## config.mk

```make
export PLATFORM = sky130hd
export DESIGN_NAME = ps2_key_state_decoder
export DESIGN_NICKNAME = d
export VERILOG_FILES = /design/src/rtl/ps2_key_state_decoder.sv
export SDC_FILE = /design/constraint.sdc
export NUM_CORES = 1
export LEC_CHECK = 0
export ABC_AREA = 1
export CORE_UTILIZATION = 63
export CTS_BUF_LIST = sky130_fd_sc_hd__clkbuf_4
export CTS_CLUSTER_SIZE = 8
export DETAILED_ROUTE_END_ITERATION = 12
export PLACE_DENSITY = 0.89
export SYNTH_ARGS = -nofsm -noshare
export SYNTH_HDL_FRONTEND = slang
export SYNTH_SLANG_ARGS = --single-unit
```

## constraint.sdc

```tcl
create_clock -name CLOCK_50 -period 4.84 [get_ports CLOCK_50]
set_input_delay 0.968 -clock CLOCK_50 [delete_from_list [all_inputs] [get_ports CLOCK_50]]
set_output_delay 0.968 -clock CLOCK_50 [all_outputs]
set_load 0.01 [all_outputs]
```

## src/rtl/ps2_key_state_decoder.sv

```systemverilog
// ps2_key_state_decoder
//   Turns PS/2 set-2 scan bytes into a per-key "held" bitmap. Make codes
//   set a key bit and fire press_pulse. Break codes (F0 prefix) clear it
//   and fire release_pulse. A held key that sends its make code again
//   (typematic repeat) is ignored. AA (keyboard self-test) clears every key.
//   A prefix that is not followed by a byte within TIMEOUT_CYCLES is dropped
//   and flagged with seq_error.
//
// Optional feature macro: PS2_EXTENDED_KEYS_EN
//   When defined, E0-prefixed codes are decoded (states EXT/EXT_BRK,
//   table indices 30..33).
//   When undefined, E0 is discarded in IDLE and bits 30..33 stay 0.
//
// Ports
//   CLOCK_50      in   system clock, rising edge only
//   resetn        in   synchronous active-low reset
//   rx_data[7:0]  in   byte from the PS/2 receiver
//   rx_valid      in   one-cycle strobe qualifying rx_data
//   key_state     out  NUM_KEYS level bitmap, 1 = held
//   press_pulse   out  one-cycle strobe on a new press
//   release_pulse out  one-cycle strobe on a release
//   key_index     out  table index behind the most recent pulse
//   held_count    out  popcount of key_state
//   seq_error     out  one-cycle strobe when a prefix times out
module ps2_key_state_decoder #(
  parameter int NUM_KEYS       = 34,
  parameter int TIMEOUT_CYCLES = 1_000_000
) (
  input  logic                CLOCK_50,
  input  logic                resetn,
  input  logic [7:0]          rx_data,
  input  logic                rx_valid,
  output logic [NUM_KEYS-1:0] key_state,
  output logic                press_pulse,
  output logic                release_pulse,
  output logic [5:0]          key_index,
  output logic [6:0]          held_count,
  output logic                seq_error
);

  localparam int CNT_W = (TIMEOUT_CYCLES > 1) ? $clog2(TIMEOUT_CYCLES) : 1;
  localparam logic [CNT_W-1:0] CNT_LAST = CNT_W'(TIMEOUT_CYCLES - 1);
  localparam logic [CNT_W-1:0] CNT_ONE  = CNT_W'(1);

`ifdef PS2_EXTENDED_KEYS_EN
  typedef enum logic [1:0] {
    IDLE    = 2'd0,
    BRK     = 2'd1,
    EXT     = 2'd2,
    EXT_BRK = 2'd3
  } state_t;
`else
  typedef enum logic [0:0] {
    IDLE = 1'b0,
    BRK  = 1'b1
  } state_t;
`endif

  // Result format of the lookups: {hit, index[5:0]}
  function automatic logic [6:0] lookup_base(input logic [7:0] code);
    logic [6:0] r;
    case (code)
      8'h0E: r = {1'b1, 6'd0};
      8'h16: r = {1'b1, 6'd1};
      8'h1E: r = {1'b1, 6'd2};
      8'h26: r = {1'b1, 6'd3};
      8'h25: r = {1'b1, 6'd4};
      8'h2E: r = {1'b1, 6'd5};
      8'h36: r = {1'b1, 6'd6};
      8'h3D: r = {1'b1, 6'd7};
      8'h3E: r = {1'b1, 6'd8};
      8'h46: r = {1'b1, 6'd9};
      8'h45: r = {1'b1, 6'd10};
      8'h4E: r = {1'b1, 6'd11};
      8'h55: r = {1'b1, 6'd12};
      8'h66: r = {1'b1, 6'd13};
      8'h0D: r = {1'b1, 6'd14};
      8'h15: r = {1'b1, 6'd15};
      8'h1D: r = {1'b1, 6'd16};
      8'h24: r = {1'b1, 6'd17};
      8'h2D: r = {1'b1, 6'd18};
      8'h2C: r = {1'b1, 6'd19};
      8'h35: r = {1'b1, 6'd20};
      8'h3C: r = {1'b1, 6'd21};
      8'h43: r = {1'b1, 6'd22};
      8'h44: r = {1'b1, 6'd23};
      8'h4D: r = {1'b1, 6'd24};
      8'h54: r = {1'b1, 6'd25};
      8'h5B: r = {1'b1, 6'd26};
      8'h5D: r = {1'b1, 6'd27};
      8'h29: r = {1'b1, 6'd28};
      8'h5A: r = {1'b1, 6'd29};
      default: r = 7'd0;
    endcase
    return r;
  endfunction

`ifdef PS2_EXTENDED_KEYS_EN
  function automatic logic [6:0] lookup_ext(input logic [7:0] code);
    logic [6:0] r;
    case (code)
      8'h75: r = {1'b1, 6'd30};
      8'h72: r = {1'b1, 6'd31};
      8'h6B: r = {1'b1, 6'd32};
      8'h74: r = {1'b1, 6'd33};
      default: r = 7'd0;
    endcase
    return r;
  endfunction
`endif

  state_t              state_r, state_nxt;
  logic [NUM_KEYS-1:0] key_state_r, key_state_nxt;
  logic                press_r, press_nxt;
  logic                release_r, release_nxt;
  logic [5:0]          key_index_r, key_index_nxt;
  logic [6:0]          held_r, held_nxt;
  logic                seq_err_r, seq_err_nxt;
  logic [CNT_W-1:0]    cnt_r, cnt_nxt;

  logic [6:0]          lookup_s;
  logic [5:0]          idx_s;
  logic                hit_s;
  logic                do_make_s;
  logic                do_break_s;

  // Table lookup selected by whether the current byte follows an E0 prefix
  always_comb begin
`ifdef PS2_EXTENDED_KEYS_EN
    if ((state_r == EXT) || (state_r == EXT_BRK)) begin
      lookup_s = lookup_ext(rx_data);
    end else begin
      lookup_s = lookup_base(rx_data);
    end
`else
    lookup_s = lookup_base(rx_data);
`endif
    idx_s = lookup_s[5:0];
    // Indices beyond the configured bitmap are treated as unmapped
    hit_s = lookup_s[6] && (int'(idx_s) < NUM_KEYS);
  end

  // Next-state, key bitmap, pulse and timeout logic
  always_comb begin
    state_nxt     = state_r;
    key_state_nxt = key_state_r;
    press_nxt     = 1'b0;
    release_nxt   = 1'b0;
    key_index_nxt = key_index_r;
    held_nxt      = held_r;
    seq_err_nxt   = 1'b0;
    cnt_nxt       = cnt_r;
    do_make_s     = 1'b0;
    do_break_s    = 1'b0;

    if (rx_valid) begin
      // A byte always wins over a same-cycle timeout expiry
      cnt_nxt   = '0;
      state_nxt = IDLE;
      case (state_r)
        IDLE: begin
          if (rx_data == 8'hF0) begin
            state_nxt = BRK;
          end else if (rx_data == 8'hE0) begin
`ifdef PS2_EXTENDED_KEYS_EN
            state_nxt = EXT;
`else
            state_nxt = IDLE;
`endif
          end else if (rx_data == 8'hAA) begin
            key_state_nxt = '0;
            held_nxt      = 7'd0;
          end else begin
            do_make_s = 1'b1;
          end
        end
        BRK: begin
          do_break_s = 1'b1;
        end
`ifdef PS2_EXTENDED_KEYS_EN
        EXT: begin
          if (rx_data == 8'hF0) begin
            state_nxt = EXT_BRK;
          end else begin
            do_make_s = 1'b1;
          end
        end
        EXT_BRK: begin
          do_break_s = 1'b1;
        end
`endif
        default: begin
          state_nxt = IDLE;
        end
      endcase

      // Repeats of a held key and breaks of an idle key fall through silently
      if (do_make_s && hit_s && !key_state_r[idx_s]) begin
        key_state_nxt[idx_s] = 1'b1;
        press_nxt            = 1'b1;
        key_index_nxt        = idx_s;
        held_nxt             = held_r + 7'd1;
      end else if (do_break_s && hit_s && key_state_r[idx_s]) begin
        key_state_nxt[idx_s] = 1'b0;
        release_nxt          = 1'b1;
        key_index_nxt        = idx_s;
        held_nxt             = held_r - 7'd1;
      end else begin
        press_nxt   = 1'b0;
        release_nxt = 1'b0;
      end
    end else if (state_r != IDLE) begin
      if (cnt_r == CNT_LAST) begin
        state_nxt   = IDLE;
        seq_err_nxt = 1'b1;
        cnt_nxt     = '0;
      end else begin
        cnt_nxt = cnt_r + CNT_ONE;
      end
    end else begin
      cnt_nxt = '0;
    end
  end

  // State and output registers with synchronous active-low reset
  always_ff @(posedge CLOCK_50) begin
    if (!resetn) begin
      state_r     <= IDLE;
      key_state_r <= '0;
      press_r     <= 1'b0;
      release_r   <= 1'b0;
      key_index_r <= 6'd0;
      held_r      <= 7'd0;
      seq_err_r   <= 1'b0;
      cnt_r       <= '0;
    end else begin
      state_r     <= state_nxt;
      key_state_r <= key_state_nxt;
      press_r     <= press_nxt;
      release_r   <= release_nxt;
      key_index_r <= key_index_nxt;
      held_r      <= held_nxt;
      seq_err_r   <= seq_err_nxt;
      cnt_r       <= cnt_nxt;
    end
  end

  assign key_state     = key_state_r;
  assign press_pulse   = press_r;
  assign release_pulse = release_r;
  assign key_index     = key_index_r;
  assign held_count    = held_r;
  assign seq_error     = seq_err_r;

endmodule

```

# Word-level counts from Yosys, hierarchy flattened
# Memories as Yosys holds them, arrays and structs flattened.
# Index checks and enable logic that the tools add are counted.
totals:
  register_bits: 71
  rom_bits: 768
  n_memories: 1
memory_table:
  columns: ["memory", "depth", "width", "read_ports", "rd_clocked_by_memory_dff", "wr", "line_no", "source"]
  rows:
  - ["(name not given)", 128, 6, 1, 0, 0, "62", "case (code)"]
classes:
  n_bitwise: 6
  n_mux: 35
  n_addsub: 3
  n_reduce_logical: 15
  n_eq_ne: 7
  magnitude_cmp: 3
op_table:
  columns: ["cell", "count"]
  rows:
  - ["two-way mux 34 bit", 7]
  - ["two-way mux 7 bit", 7]
  - ["AND 34 bit", 1]
  - ["inverter 34 bit", 1]
  - ["bitwise OR 34 bit", 1]
  - ["equality test 8 bit, second input constant", 3]
  - ["adder 20 x 1 -> 20 bit, second input constant", 1]
  - ["equality test 20 bit, second input constant", 1]
  - ["two-way mux 1 bit", 17]
  - ["two-way mux 6 bit", 2]
  - ["inequality test 3 x 1 -> 1 bit, second input constant", 3]
  - ["adder 7 x 1 -> 7 bit, second input constant", 1]
  - ["less-than comparator 6 x 7 -> 1 bit, second input constant", 1]
  - ["subtractor 7 x 1 -> 7 bit, second input constant", 1]
  - ["binary-select mux 1 bit (select 6 bit)", 1]
  - ["demux 1 bit (select 6 bit)", 1]
  - ["greater-or-equal comparator 6 x 1 -> 1 bit, second input constant", 1]
  - ["logical AND 1 bit", 6]
  - ["less-than comparator 6 bit, second input constant", 1]
  - ["OR reduction 3 bit", 2]
  - ["AND reduction 5 bit", 1]
  - ["AND reduction 2 bit", 2]
  - ["OR reduction 4 bit", 1]
  - ["inverter 1 bit", 3]
  - ["other kinds (3)", 3]

# Depth between registers and ports, before layout
# Gate-level depths: netlist of the first run.
depth:
  word_depth: 10
  mapped_depth: 25
  ltp_nobuf: 24

# Least setup slack after synthesis of the first run
# No wires, ideal clock.
synth_path:
  kind: "input to register"
  from: "input port rx_data[1]"
  to: "register key_state_r[1], in the netlist key_state[1]"
  path_buffers: 2
  slack_ps: 1648
  arrival_ps: 3059
  setup_ps: 132
  required_ps: 4708
  cell_stages: 21
  cell_sequence: "inv_1 > ha_1 > nand2_1 > nor2_1 > nor2_1 > nor2_1 > nand2_1 > a21oi_4 > buf_2 > nand3_1 > nand2_1 > nand2_1 > nand3_1 > nand3_2 > nand3_4 > buf_2 > nand3_1 > nand2_1 > inv_1 > nand2_1 > a21oi_1"
synth_via:
  elab_chain_cells: 10
  elab_cells_between_ends: 34
  cone_classes: "order compare: 3; eq/ne: 3; mux: 17; bitwise: 3; reduce/logical: 7; memory: 1"
synth_lines:
  columns: ["item", "line_no", "source"]
  rows:
  - ["from (decl)", "31", "input logic [7:0] rx_data,"]
  - ["memory (128 x 6 bit)", null, null]
  - ["two-way mux 7 bit", "62", null]
  - ["less-than comparator 6 x 7 -> 1 bit (implied by the code) or greater-or-equal comparator 6 x 1 -> 1 bit (tied branches)", "199, 204", null]
  - ["logical AND 1 bit (implied by the code)", "199, 204", null]
  - ["two-way mux 1 bit (implied by the code)", "199, 204", null]
  - ["demux 1 bit (select 6 bit)", "199, 204", null]
  - ["inverter 34 bit (no line)", null, null]
  - ["AND 34 bit (no line)", null, null]
  - ["two-way mux 34 bit", "203", "end else if (do_break_s && hit_s && key_state_r[idx_s]) begin"]
  - ["two-way mux 34 bit (*)", "198", "if (do_make_s && hit_s && !key_state_r[idx_s]) begin"]
  - ["to (signal assigned)", "238", "key_state_r <= key_state_nxt;"]
  - ["to (decl)", "113", "logic [NUM_KEYS-1:0] key_state_r, key_state_nxt;"]
# Every way passes the cells marked *; elsewhere a longest branch is shown, timed or not. The select of a mux whose other input is x is not followed.
# A chain may end at the register's enable or synchronous reset.

# Worst setup path after layout of the first run
layout_path:
  from: "input port rx_data[1]"
  to: "register key_state_r[28], in the netlist key_state[28]"
# The elaborated chain is that of the path after synthesis.

==> results of run 1 <==
[routing by layer]
metal  GRT usage, %  up-vias  wire [um]
met1           42.8     2488       5680
met4           14.4        0        348
met5              0        -          0
li1               -     2751          -
met2           53.8      286       6120
met3           4.99       37       1110
[flip-flops by register name, indices dropped and copies added (netlist names)]
name           cells
cnt_r             20
held_count         7
key_index          5
key_state         32
press_pulse        1
release_pulse      1
seq_error          1
state_r            1
[cells by family (layout without fill, tap and decap cells)]
kind of cell    Yosys count  count (layout)
simple gates            497             497
compound gates          123             123
other cells               1               3
buf+inv                 121             167
xor+xnor                 10              10
fa+ha+maj                 8               8
flops                    68              68
[synthesized netlist by cell type (all sizes together), types with 3 or more instances]
master / instances
nand3: 93
nor3b: 3
nor3: 13
nand4: 8
ha: 8
o21ai: 38
a21oi: 74
nor4: 5
clkbuf: 17
buf: 21
xor2: 8
clkinv: 3
dfxtp: 68
inv: 80
nor2: 99
nand2: 274
[where the power goes]
group	switching [mW]	internal, mW	leakage (nW)
combinational	0.182	0.101	1.74
clock	0.219	0.163	0.0728
sequential	0.0195	0.575	0.552
[worst paths after layout]
check,slack (ns),startpoint,depth (start not counted),end
worst max-delay path,0.76,rx_data[1],22,key_state[28]
worst min-delay path,0.44,state_r,1,state_r
worst max register to register,2.26,cnt_r[2],11,cnt_r[19]
worst min register to register,0.44,state_r,1,state_r
[cell type report]
class	count	area, um^2	area share [%]
clock buffers	10	75.1	1.34
clock inverters	6	63.8	1.14
inverters	83	312	5.55
multi-input cells	641	3030	53.9
flip-flops and latches	68	1360	24.2
well taps	99	124	2.21
repair buffers	68	653	11.6
[worst max-delay path, delay by kind of cell]
family | cells | cell delay [ns]
simple gates | 16 | 1.81
fa+ha+maj | 1 | 0.23
compound gates | 1 | 0.13
buf+inv | 4 | 1.25
==> metrics.csv, run 1 <==
stage;metric;value;unit
placed_design;DP HPWL;9300;um
finish;layout cells sized above 1;6.39;%
clock_tree;hold bufs inserted after CTS;0;
synthesis;simple-gate share of the synthesized area;44.0;%
floorplanning;core area;0.00737;mm^2
finish;nets;890;
placed_design;dpl cells;959;
synthesis;register area share after synthesis;27.8;%
synthesis;area share of the largest cell type after synthesis;27.8;%
finish;commonest cells after routing, fill and taps aside;nand2_1 (266), nor2_1 (95), nand3_1 (88), a21oi_1 (73), inv_1 (72);
grt;largest net degree at the start of global routing;37;
synthesis;Post-synth EDFFs;0;
sta;FMAX;0.245;GHz
detailed_routing;Antenna Violating Nets Remaining;0;
floorplanning;Std-Cell Rows;31;
synthesis;asr flop ratio synth;0;%
clock_tree;Worst-Skew Late Latency;0.42;ns
clock_tree;number of CTS-inserted buffers;9;
placed_design;pre-CTS worst setup slack;0.409;ns
sta;normalized max-slew margin;43.0;%
sta;final setup violating endpoints;0;
placed_design;Post-Place Cell Area;0.00548;mm^2
synthesis;largest family of logic cells by synthesized area;simple AND/OR/NAND/NOR gates;
clock_tree;H-Tree Depth;3;
floorplanning;Die X-Extent;90.1;um
sta;worst hold margin;0.445;ns
sta;Final WS setup;0.757;ns
grt;vias in the first global route;5030;
synthesis;Synth Warn #;0;
run_status;status;complete, no violations;
worst_setup_path;crit path max-delay cell type;clkdlybuf4s50_1;
finish;Post-Layout Cell Count;975;
floorplanning;initial core utilization;66.4;%
clock_tree;CTS resizes;0;
run;Max Cap Viol;0;
clock_tree;Root Buffer Master;clkbuf_4;
sta;Worst Tran Pin Value;0.855;ns
synthesis;compound-gate portion of the synthesized area;13.7;%
synthesis;Syn Area/Cell;5.91;um^2
placed_design;GPL Wtd Cong;0.908;
synthesis;Synth area leaders;dfxtp_1 (28%), nand2_1 (20%), nand3_1 (9.0%);
clock_tree;Max clock buf depth;2;
detailed_routing;vias;5562;
worst_setup_path;CP Capture Type;flop;
synthesis;mux cell area share after synthesis;0;%
power;worst vdd ir;203;uV
finish;Fill cells;629;
grt;total gr overflow;0;
synthesis;Synth Area in XOR/XNOR;1.79;%
sta;Final period util;84.4;%
grt;GRT Util Overall;32.8;%
worst_setup_path;CP Class;in -> reg;
hold_path;HP Class;reg -> reg;
detailed_routing;Post-Route WL;13300;um
worst_setup_path;most frequent CP cell;nand2_1;
synthesis;Yosys reg bits;68;
worst_setup_path;Worst Path Max Fanout;31;
worst_setup_path;CP Data Required Time;5.17;ns
clock_tree;clk slew on worst S/H paths;0.12;ns
grt;initial antenna violation count;0;
worst_setup_path;CP max stage delay;0.55;ns
synthesis;Post-Synthesis Cell Area;0.00489;mm^2
detailed_routing;1st-iter DRT viols;365;
sta;Fin. Hold Viols;0;
placed_design;Port Buffers;57;
finish;leading cell type in the layout, fill and taps excluded;nand2_1;
power;Pleak;2.37;nW
sta;Final Slew Violations;0;
grt;first-pass GRT wire length;22300;um
sta;RSZ-0062 raised after global routing;no;
finish;diode count;0;
floorplanning;Die Area;0.00812;mm^2
floorplanning;Die Y;90.1;um
finish;Finished Core Util;76.2;%
detailed_routing;# DRC;0;
detailed_routing;Via density;5.70;
worst_setup_path;CP startpoint kind;primary input;
clock_tree;Sink Count;68;
clock_tree;CTS tree;yes;
detailed_routing;WL/cell;13.6;um
sta;Clock Skew;0.0158;ns
synthesis;cell count after synthesis;828;
clock_tree;setup bufs post-CTS;0;
worst_setup_path;WP data arrival;4.41;ns
sta;min Tclk post-route;4.08;ns
floorplanning;num ports;61;
synthesis;Synth cell types;43;
synthesis;Synth Area in Adders;2.05;%
finish;area grow syn2layout;14.8;%
sta;Setup TNS Final;0;ns
worst_setup_path;worst-path cell chain;clkdlybuf4s50_1 > inv_1 > ha_1 > nand2_1 > nand2_1 > nand3_1 > nand3_1 > nand2_1 > nand2_2 > nand2_4 > inv_2 > nand2_1 > nand2_1 > nand2_1 > nand3_1 > nand3_2 > nand4_4 > inv_2 > nand2_1 > nand2_1 > nand2_1 > a21oi_1;
synthesis;Synth area leader;dfxtp_1;
finish;final instance area;0.00562;mm^2
power;Power per Cell Area;224;mW/mm^2
detailed_routing;drt pass-1 iters;5;
power;total power;1.26;mW
synthesis;Synth Flop Type;dfxtp_1;
Note: power is estimated with default switching activity, not from simulation.
==> inputs of run 2 (changes only) <==
--- a/config.mk
+++ b/config.mk
@@ -6,11 +6,11 @@
 export NUM_CORES = 1
 export LEC_CHECK = 0
 export ABC_AREA = 1
-export CORE_UTILIZATION = 63
+export CORE_UTILIZATION = 58
 export CTS_BUF_LIST = sky130_fd_sc_hd__clkbuf_4
 export CTS_CLUSTER_SIZE = 8
 export DETAILED_ROUTE_END_ITERATION = 12
-export PLACE_DENSITY = 0.89
+export PLACE_DENSITY = 0.83
 export SYNTH_ARGS = -nofsm -noshare
 export SYNTH_HDL_FRONTEND = slang
 export SYNTH_SLANG_ARGS = --single-unit
==> constraint.sdc (replaced) <==
create_clock -name CLOCK_50 -period 4.01 [get_ports CLOCK_50]
set_input_delay 0.802 -clock CLOCK_50 [delete_from_list [all_inputs] [get_ports CLOCK_50]]
set_output_delay 0.802 -clock CLOCK_50 [all_outputs]
set_load 0.01 [all_outputs]
==> metrics.csv, run 2 (synthesized netlist as in run 1, its figures left out) <==
stage;metric;value;unit;change
run_status;status;complete, no violations;;unchanged
placed_design;Post-Place Cell Area;0.00555;mm^2;was 0.00548 mm^2
power;total power;1.58;mW;was 1.26 mW
sta;normalized max-slew margin;44.8;%;was 43.0%
floorplanning;Die X-Extent;93.8;um;was 90.1 um
power;Int Power;1.07;mW;was 0.839 mW
clock_tree;setup bufs post-CTS;0;;unchanged
worst_setup_path;WP data arrival;3.94;ns;was 4.41 ns
power;Switch Pwr;0.510;mW;was 0.420 mW
clock_tree;Root Buffer Master;clkbuf_4;;unchanged
sta;Final Slew Violations;0;;unchanged
power;Seq pwr share;45.3;%;was 47.2%
finish;diode count;0;;unchanged
finish;commonest cells after routing, fill and taps aside;nand2_1 (266), nor2_1 (95), nand3_1 (88), a21oi_1 (73), inv_1 (72);;unchanged
grt;first-pass GRT wire length;22200;um;was 22300 um
run;Max Cap Viol;0;;unchanged
finish;layout cells sized above 1;6.92;%;was 6.39%
sta;Clock Skew;0.0116;ns;was 0.0158 ns
grt;total gr overflow;0;;unchanged
clock_tree;Worst-Skew Late Latency;0.42;ns;about the same
finish;area grow syn2layout;16.8;%;was 14.8%
sta;RSZ-0062 raised after global routing;no;;unchanged
floorplanning;Die Y;93.8;um;was 90.1 um
finish;leading cell type in the layout, fill and taps excluded;nand2_1;;unchanged
worst_setup_path;most frequent CP cell;nand2_1;;unchanged
power;Comb power frac;22.0;%;was 22.5%
floorplanning;Die Area;0.00880;mm^2;was 0.00812 mm^2
grt;GRT Util Overall;31.3;%;was 32.8%
clock_tree;CTS resizes;0;;unchanged
worst_setup_path;CP Data Required Time;4.35;ns;was 5.17 ns
sta;min Tclk post-route;3.60;ns;
detailed_routing;# DRC;0;;unchanged
grt;initial antenna violation count;0;;unchanged
sta;final setup violating endpoints;0;;unchanged
power;clock share of power;32.7;%;was 30.3%
finish;final instance area;0.00571;mm^2;was 0.00562 mm^2
clock_tree;Max clock buf depth;2;;unchanged
finish;nets;896;;was 890
worst_setup_path;Worst Path Max Fanout;31;;unchanged
clock_tree;Sink Count;68;;unchanged
finish;Finished Core Util;69.9;%;was 76.2%
floorplanning;Std-Cell Rows;33;;was 31
hold_path;HP Class;reg -> reg;;unchanged
grt;vias in the first global route;4829;;was 5030
worst_setup_path;CP startpoint kind;primary input;;unchanged
worst_setup_path;CP Class;in -> reg;;unchanged
power;switching share of power;32.2;%;was 33.4%
clock_tree;hold bufs inserted after CTS;0;;unchanged
sta;Fin. Hold Viols;0;;unchanged
placed_design;GPL Wtd Cong;0.900;;was 0.908
clock_tree;H-Tree Depth;3;;unchanged
worst_setup_path;CP Capture Type;flop;;unchanged
detailed_routing;Post-Route WL;13100;um;was 13300 um
detailed_routing;WL/cell;13.3;um;was 13.6 um
detailed_routing;vias;5457;;was 5562
floorplanning;core area;0.00818;mm^2;was 0.00737 mm^2
sta;Worst Tran Pin Value;0.826;ns;was 0.855 ns
floorplanning;initial core utilization;59.8;%;was 66.4%
detailed_routing;Via density;5.53;;was 5.70
detailed_routing;Antenna Violating Nets Remaining;0;;unchanged
power;Power per Cell Area;277;mW/mm^2;was 224 mW/mm^2
worst_setup_path;crit path max-delay cell type;clkdlybuf4s50_1;;unchanged
detailed_routing;drt pass-1 iters;7;;was 5
clock_tree;number of CTS-inserted buffers;9;;unchanged
detailed_routing;1st-iter DRT viols;385;;was 365
sta;Final period util;89.7;%;
sta;FMAX;0.278;GHz;
clock_tree;CTS tree;yes;;unchanged
placed_design;Port Buffers;57;;unchanged
placed_design;DP HPWL;9360;um;was 9300 um
worst_setup_path;CP max stage delay;0.50;ns;was 0.55 ns
sta;Setup TNS Final;0;ns;unchanged
worst_setup_path;worst-path cell chain;clkdlybuf4s50_1 > inv_1 > ha_1 > nand2_2 > o21ai_1 > nand2_1 > nand2_1 > nand2_1 > a21oi_1 > nand2_1 > nand2_1 > nor2_1 > nand2_1 > nand2_2 > nor2_8 > nand4_4 > inv_2 > buf_12 > nand2_1 > nand2_1 > nand2_1 > a21oi_1;;was clkdlybuf4s50_1 > inv_1 > ha_1 > nand2_1 > nand2_1 > nand3_1 > nand3_1 > nand2_1 > nand2_2 > nand2_4 > inv_2 > nand2_1 > nand2_1 > nand2_1 > nand3_1 > nand3_2 > nand4_4 > inv_2 > nand2_1 > nand2_1 > nand2_1 > a21oi_1
clock_tree;clk slew on worst S/H paths;0.12;ns;about the same
power;Pleak;2.41;nW;was 2.37 nW
grt;largest net degree at the start of global routing;37;;unchanged
finish;max reg flops;32;;unchanged
floorplanning;num ports;61;;unchanged
power;worst vdd ir;191;uV;was 203 uV
==> run 2: cell types whose count changed in the layout (fill, tap and decap cells not counted) <==
cell	previous run	this run
buf_12	0	2
buf_4	11	15
clkinv_2	2	1
bufinv_16	1	2
clkbuf_4	10	9
==> run 2: routing by layer <==
| layer | global-route usage (%) | wire (um) |
|---|---|---|
| met1 | 42.8 | 5920 |
| met2 | 50.5 | 6030 |
| met3 | 5.34 | 1030 |
| met4 | 8.72 | 137 |
| met5 | 0 | 0 |
==> run 2: layout make-up <==
class                   count  area (um^2)
clock buffers               9         67.6
clock inverters             6         88.8
fillers                   733         2460
inverters                  83          312
multi-input cells         641         3030
flip-flops and latches     68         1360
well taps                 105          131
repair buffers             74          723
==> run 2: worst paths after layout <==
check,start,end,slack [ns],depth (start not counted)
worst min-delay path,state_r,state_r,0.44,1
worst min register to register,state_r,state_r,0.44,1
worst max-delay path,rx_data[1],key_state[1],0.41,22
worst max register to register,cnt_r[2],cnt_r[19],1.49,11
==> run 2: critical path: cells and delay by family <==
family                   cells  cell delay, ns
buffers and inverters        4            0.98
AO/OA/AOI/OAI                3            0.58
adder cells (fa/ha/maj)      1            0.21
AND/OR/NAND/NOR             14            1.34
==> run 2: power groups by stage <==
| stage | logic [mW] | clock network, mW | registers (mW) |
|---|---|---|---|
| floorplan | 0.233 | 0 | 0.733 |
| global placement | 0.339 | 0 | 0.731 |
| detailed placement | 0.344 | 0 | 0.732 |
| CTS | 0.346 | 0.525 | 0.717 |
| global route | 0.389 | 0.554 | 0.720 |
| finish | 0.349 | 0.518 | 0.717 |
==> run 2: per-stage QoR <==
stage               setup slack, ns  cells  hold WS [ns]
floorplan                     0.984    830         0.407
detailed placement           0.0147    971         0.425
global route                 0.0486    986         0.452
global placement              0.118    971         0.414
finish                        0.414    986         0.442
CTS                           0.453    986         0.443
